**config.mk**
```make
export PLATFORM = sky130hd
export DESIGN_NAME = dds_wave_gen
export DESIGN_NICKNAME = d
export VERILOG_FILES = /design/src/rtl/dds_wave_gen_pkg.sv /design/src/rtl/dds_wave_gen_sine_qlut.sv /design/src/rtl/dds_wave_gen.sv
export SDC_FILE = /design/constraint.sdc
export NUM_CORES = 1
export LEC_CHECK = 0
export BUFFER_PORTS_ARGS = -buffer_cell sky130_fd_sc_hd__clkbuf_2
export CAP_MARGIN = 20
export CORE_UTILIZATION = 55
export CTS_BUF_LIST = sky130_fd_sc_hd__clkbuf_4 sky130_fd_sc_hd__clkbuf_8
export CTS_CLUSTER_DIAMETER = 150
export DETAILED_ROUTE_END_ITERATION = 10
export PLACE_DENSITY = 0.81
export SLEW_MARGIN = 20
export SYNTH_ARGS = -nofsm -noshare
export SYNTH_HDL_FRONTEND = slang
export SYNTH_SLANG_ARGS = --single-unit
```
**constraint.sdc**
```tcl
create_clock -name ad_clk -period 6.9 [get_ports ad_clk]
set_input_delay 1.38 -clock ad_clk [delete_from_list [all_inputs] [get_ports ad_clk]]
set_output_delay 1.38 -clock ad_clk [all_outputs]
set_load 0.05 [all_outputs]
```
**src/rtl/dds_wave_gen_pkg.sv**
```systemverilog
// Shared definitions for the DDS waveform generator.
//   - wave_sel encodings (WAVE_SINE .. WAVE_DC; codes 4..7 all give DC)
//   - UNITY_GAMP : amp code giving unity gain (amp/128)
//   - MID_CODE   : unsigned DAC mid-scale code
//   - sat_u8     : clamp a signed intermediate to the 0..255 DAC range
package dds_wave_gen_pkg;

    localparam logic [2:0] WAVE_SINE   = 3'd0;
    localparam logic [2:0] WAVE_SQUARE = 3'd1;
    localparam logic [2:0] WAVE_TRI    = 3'd2;
    localparam logic [2:0] WAVE_SAW    = 3'd3;
    localparam logic [2:0] WAVE_DC     = 3'd4;

    localparam logic [7:0] UNITY_GAMP  = 8'd128;
    localparam logic [7:0] MID_CODE    = 8'd128;

    function automatic logic [7:0] sat_u8(input logic signed [16:0] v);
        if (v < 17'sd0) begin
            return 8'd0;
        end else if (v > 17'sd255) begin
            return 8'd255;
        end else begin
            return v[7:0];
        end
    endfunction

endpackage

```
**src/rtl/dds_wave_gen_sine_qlut.sv**
```systemverilog
// Quarter-wave sine magnitude ROM with a registered output.
// Entry i = round(127*sin((i+0.5)*pi/2^(LUT_AW+1))); the half-step offset
// makes the quarter table mirror cleanly without duplicating end points.
//   clk   : sample clock
//   rst_n : asynchronous active-low reset (clears the output register)
//   addr  : quarter-wave index
//   mag   : 7-bit magnitude, valid one clock after addr
module sine_qlut #(
    parameter int LUT_AW = 8
) (
    input  logic              clk,
    input  logic              rst_n,
    input  logic [LUT_AW-1:0] addr,
    output logic [6:0]        mag
);

    localparam int  DEPTH = 2 ** LUT_AW;
    localparam real PI    = 3.14159265358979323846;

    // Elaboration-time sine via a Taylor series; the angle never exceeds
    // pi/2, where 12 terms are far more accurate than the 7-bit rounding.
    function automatic logic [6:0] sine_entry(input int i);
        real x;
        real term;
        real sum;
        x    = (real'(i) + 0.5) * PI / real'(2 ** (LUT_AW + 1));
        term = x;
        sum  = x;
        for (int k = 1; k < 12; k++) begin
            term = -term * x * x / real'((2 * k) * (2 * k + 1));
            sum  = sum + term;
        end
        return 7'($rtoi(127.0 * sum + 0.5));
    endfunction

    logic [6:0] rom [DEPTH];

    for (genvar gi = 0; gi < DEPTH; gi++) begin : g_rom
        localparam logic [6:0] ENTRY = sine_entry(gi);
        assign rom[gi] = ENTRY;
    end

    logic [6:0] mag_d;
    logic [6:0] mag_q;

    always_comb begin
        mag_d = rom[addr];
    end

    always_ff @(posedge clk or negedge rst_n) begin
        if (!rst_n) begin
            mag_q <= '0;
        end else begin
            mag_q <= mag_d;
        end
    end

    assign mag = mag_q;

endmodule

```
**src/rtl/dds_wave_gen.sv**
```systemverilog
// Direct digital synthesis waveform generator for an 8-bit DAC.
// Pipeline: phase accumulator -> stage 1 (raw waveform code, sine ROM)
//           -> stage 2 (gain/offset/saturate) -> da_data.
// Settings are shadowed and only change at a period boundary, so a period
// is never distorted by a mid-period write.
//   ad_clk    : sample clock
//   rst_n     : asynchronous active-low reset
//   wave_en   : run enable; accumulator held at 0 while low
//   wave_sel  : 0 sine, 1 square, 2 triangle, 3 sawtooth, 4-7 DC
//   freq_word : phase increment per clock
//   amp       : gain, amp/128
//   offset    : output centre code
//   da_data   : output sample (offset shadow when no valid sample)
//   da_valid  : da_data carries a generated sample
//   cyc_sync  : marks the first sample of each period
module dds_wave_gen
    import dds_wave_gen_pkg::*;
#(
    parameter int PHASE_W = 32,
    parameter int LUT_AW  = 8
) (
    input  logic               ad_clk,
    input  logic               rst_n,
    input  logic               wave_en,
    input  logic [2:0]         wave_sel,
    input  logic [PHASE_W-1:0] freq_word,
    input  logic [7:0]         amp,
    input  logic [7:0]         offset,
    output logic [7:0]         da_data,
    output logic               da_valid,
    output logic               cyc_sync
);

    localparam int MSB = PHASE_W - 1;

    // Shadow settings, accumulator and its bookkeeping
    logic [2:0]         sel_d,  sel_q;
    logic [PHASE_W-1:0] freq_d, freq_q;
    logic [7:0]         amp_d,  amp_q;
    logic [7:0]         off_d,  off_q;
    logic [PHASE_W-1:0] acc_d,  acc_q;
    logic               run_d,  run_q;
    logic               wrap_d, wrap_q;

    // Stage 1
    logic [7:0] raw_d,     raw_q;
    logic       sine_d,    sine_q;
    logic       neg_d,     neg_q;
    logic       v1_d,      v1_q;
    logic       sync1_d,   sync1_q;
    logic [7:0] amp1_d,    amp1_q;
    logic [7:0] off1_d,    off1_q;

    // Stage 2
    logic [7:0] data_d,    data_q;
    logic       v2_d,      v2_q;
    logic       sync2_d,   sync2_q;

    logic [PHASE_W-1:0] acc_sum;
    logic               carry;
    logic               s0_sync;
    logic [LUT_AW-1:0]  lut_addr;
    logic [6:0]         lut_mag;
    logic [7:0]         raw_s1;
    logic signed [16:0] diff_x;
    logic signed [16:0] gain_x;
    logic signed [16:0] prod;
    logic signed [16:0] sum;

    sine_qlut #(.LUT_AW(LUT_AW)) u_sine_qlut (
        .clk   (ad_clk),
        .rst_n (rst_n),
        .addr  (lut_addr),
        .mag   (lut_mag)
    );

    // Accumulator and shadow update
    always_comb begin
        {carry, acc_sum} = {1'b0, acc_q} + {1'b0, freq_q};
        acc_d  = wave_en ? acc_sum : '0;
        run_d  = wave_en;
        wrap_d = wave_en & carry;
        sel_d  = sel_q;
        freq_d = freq_q;
        amp_d  = amp_q;
        off_d  = off_q;
        if (!wave_en || carry) begin
            sel_d  = wave_sel;
            freq_d = freq_word;
            amp_d  = amp;
            off_d  = offset;
        end
        // Current acc is a period start if it follows a wrap or is the
        // held zero phase in the first enabled cycle.
        s0_sync = wave_en & (~run_q | wrap_q);
    end

    // Stage 1: raw waveform code; amp/offset travel with the sample so a
    // settings change at a wrap lines up with the first new-period sample.
    always_comb begin
        lut_addr = acc_q[MSB-1] ? ~acc_q[MSB-2 -: LUT_AW] : acc_q[MSB-2 -: LUT_AW];
        sine_d   = (sel_q == WAVE_SINE);
        neg_d    = acc_q[MSB];
        case (sel_q)
            WAVE_SAW:    raw_d = acc_q[MSB -: 8];
            WAVE_SQUARE: raw_d = acc_q[MSB] ? 8'd0 : 8'd255;
            WAVE_TRI:    raw_d = acc_q[MSB] ? ~acc_q[MSB-1 -: 8] : acc_q[MSB-1 -: 8];
            WAVE_SINE:   raw_d = MID_CODE;
            default:     raw_d = MID_CODE;
        endcase
        v1_d    = wave_en;
        sync1_d = s0_sync;
        amp1_d  = amp_q;
        off1_d  = off_q;
    end

    // Stage 2: gain, offset and clamp
    always_comb begin
        if (sine_q) begin
            raw_s1 = neg_q ? (MID_CODE - {1'b0, lut_mag}) : (MID_CODE + {1'b0, lut_mag});
        end else begin
            raw_s1 = raw_q;
        end
        diff_x  = $signed({9'd0, raw_s1}) - 17'sd128;
        gain_x  = $signed({9'd0, amp1_q});
        prod    = diff_x * gain_x;
        sum     = $signed({9'd0, off1_q}) + (prod >>> 7);
        data_d  = sat_u8(sum);
        v2_d    = v1_q;
        sync2_d = sync1_q & v1_q;
    end

    always_ff @(posedge ad_clk or negedge rst_n) begin
        if (!rst_n) begin
            sel_q   <= WAVE_SINE;
            freq_q  <= '0;
            amp_q   <= UNITY_GAMP;
            off_q   <= MID_CODE;
            acc_q   <= '0;
            run_q   <= 1'b0;
            wrap_q  <= 1'b0;
            raw_q   <= '0;
            sine_q  <= 1'b0;
            neg_q   <= 1'b0;
            v1_q    <= 1'b0;
            sync1_q <= 1'b0;
            amp1_q  <= '0;
            off1_q  <= '0;
            data_q  <= '0;
            v2_q    <= 1'b0;
            sync2_q <= 1'b0;
        end else begin
            sel_q   <= sel_d;
            freq_q  <= freq_d;
            amp_q   <= amp_d;
            off_q   <= off_d;
            acc_q   <= acc_d;
            run_q   <= run_d;
            wrap_q  <= wrap_d;
            raw_q   <= raw_d;
            sine_q  <= sine_d;
            neg_q   <= neg_d;
            v1_q    <= v1_d;
            sync1_q <= sync1_d;
            amp1_q  <= amp1_d;
            off1_q  <= off1_d;
            data_q  <= data_d;
            v2_q    <= v2_d;
            sync2_q <= sync2_d;
        end
    end

    assign da_data  = v2_q ? data_q : off_q;
    assign da_valid = v2_q;
    assign cyc_sync = sync2_q;

endmodule
```
==> results.toml <==
[run_status]
status = "finished clean"

[drt]
dr.pass1.iters = 6
drtIter0Drc = 731
viasPerCell = 5.94
dr_wl_met3_um = 1150
drtAntennaViolNets = 0
routed.top_layer = "met4"
wl_per_cell_um = 16.8
vias = 8322
drc = 0
wl_met1_um = 10300
drt-total-wl_um = 23500
met2WireLength_um = 11600

[clock_tree]
clock_latency_ns = 0.46
cts_max_path_buffers = 2
cts_tree = "done"
clkSinkCount = 129
cts_inserted_buffers = 17
htree_levels = 4
cts.reportedPaths.clkPinSlew_ns = 0.08
root_buffer = "clkbuf_8"

[logic_synthesis]
yosysUniqueCellTypes = 74
avgSynthCellArea_um2 = 9.57
yosys.area.top_type = "dfrtp_1"
synth_warnings = 0
yosys-top-cells-count = "dfrtp_1 (127), inv_1 (92), ha_1 (81)"
synth_area_um2 = 10500
synth_nets = 1292
ys_ff_latch = 129
synth_edf_count = 0
ys_seq_area_share_pct = 30.6
synthFlopType = "dfrtp_1"
synth.area.top_cells = "dfrtp_1 (30%), fa_1 (10%), ha_1 (9.6%), mux2_2 (6.4%), inv_1 (3.3%)"
ys_async_sr_fraction_pct = 100
syn-instance-count = 1102
synth_top_area_share_pct = 30.1
synth.most_common_cell = "dfrtp_1"

[timing]
fmax_mhz = 149
maxSlewHeadroom_pct = 26.5
worstMarginPinSlew_ns = 1.09
setup_viol = 0
post-route-min-period_ns = 6.72
drv_slew = 0
hold_viol = 0
min_period_over_period_pct = 97.4
fin_skew_ns = 0.0171
hold_ws_ns = 0.378
tns_ns = 0

[critical_path]
crit_path_frequent_cell = "inv_1"
cp_top_family = "adder cells"
cp_max_fo = 8
cp-start-kind = "flop"
critPathCaptureType = "flop"
critPathMaxStageDelay_ns = 0.51
crit_required_ns = 7.22
cpMaxStageDelayCell = "fa_1"
cp_num_buf_inv = 5
arrival_ns = 7.05
worst-setup-path-type = "flop to flop"

[cells_and_area]
area_growth_pct = 10.2
fin_nets = 1344
seq_area_um2 = 3230
final_layout_size_suffix_gt1_share_pct = 17.9
antenna_cells = 0
fillerInstances = 1517
multiInputGateArea_um2 = 6830
design_area_um2 = 11600

[placement]
port_buffers = 63
dpl_cell_area_um2 = 11100
gp_congestion = 0.882
dp_hpwl_um = 16700

[hold_path]
hp-class = "flop to flop"

[global_route]
grt_max_degree = 73
grt_pass1_vias = 8179
grt_pass1_wl_um = 39100
grt-ovfl-total = 0
antenna_found_initial = 0
grt_usage_pct = 24.9

[floorplanning]
die_h_um = 140
start_util_pct = 56.2
num_io_pins = 64
dieArea_um2 = 19700
die_width_um = 140
rows = 50
core-area_um2 = 18800

[run]
drv_cap = 0
## kinds of logic (layout without fill, tap and decap cells)
| logic type | Yosys count | count (layout) | synth area share, % |
|---|---|---|---|
| simple gates | 279 | 279 | 13.0 |
| mux | 70 | 70 | 7.72 |
| xor+xnor | 61 | 61 | 5.14 |
| compound gates | 287 | 287 | 18.1 |
| buf+inv | 140 | 204 | 5.35 |
| fa+ha+maj | 136 | 136 | 20.1 |
| flops | 129 | 129 | 30.6 |
## stage by stage
stage          cells  utilization [%]  worst slack, ns
3_5_place_dp    1368             58.9          -0.0194
4_1_cts         1399             61.5           0.0211
2_1_floorplan   1102                -            0.619
3_3_place_gp    1368             58.9            0.244
5_1_grt         1400             61.9           -0.122
6_report        1400             61.9            0.177
## what timing repair did
action | CTS | global route
resized for setup | 2 | 21
hold buffers | 0 | 0
endpoints found under the setup margin | 8 | 8
pin swaps | 0 | 2
buffers inserted | 0 | 1
## layout make-up
type | count | share of cell area, %
clock buffer | 20 | 2.31
clock inverter | 11 | 1.74
inverter | 93 | 3.00
multi-input combinational | 833 | 58.8
sequential | 129 | 27.8
tap | 234 | 2.52
timing repair buffer | 80 | 3.87
## path summary, 6_finish.rpt
kind,end,start,slack (ns),depth (start not counted)
max,data_q[0],u_sine_qlut.mag[0],0.18,29
min,amp1_q[1],amp1_d[1],0.38,0
max reg2reg,data_q[0],u_sine_qlut.mag[0],0.18,29
min reg2reg,amp1_q[1],amp1_d[1],0.38,0
max in group asynchronous,amp1_d[2],rst_n,4.72,2
min in group asynchronous,freq_q[22],rst_n,0.88,1
## cells in the final DEF, fill, tap and decap left out, types with 17 or more instances in the layout
cell,n
a211oi_1,20
a21o_1,35
a21oi_1,61
and2_1,21
buf_4,17
clkbuf_2,62
clkbuf_8,19
dfrtp_1,127
fa_1,54
ha_1,81
inv_1,91
mux2_2,59
nand2_1,78
nor2_1,73
nor2b_1,27
nor3_1,23
o21ai_0,55
xnor2_1,28
xor2_1,32
## sequential cells by signal, summed over array words and instances, names as in the netlist, 3 cells and up
name / count
amp1_d: 8
freq_q: 32
u_sine_qlut.mag: 7
data_q: 8
sel_q: 3
acc_q: 32
amp1_q: 8
off1_d: 8
raw_q: 8
off1_q: 8
## routing by layer
layer | up-vias | track usage [%]
li1 | 3965 | -
met1 | 4055 | 33.6
met2 | 250 | 40.6
met3 | 52 | 4.99
met4 | 0 | 7.63
met5 | - | 0
Power is not shown: default switching activity piles up to over one toggle a cycle in this logic, so the estimate is an artifact.
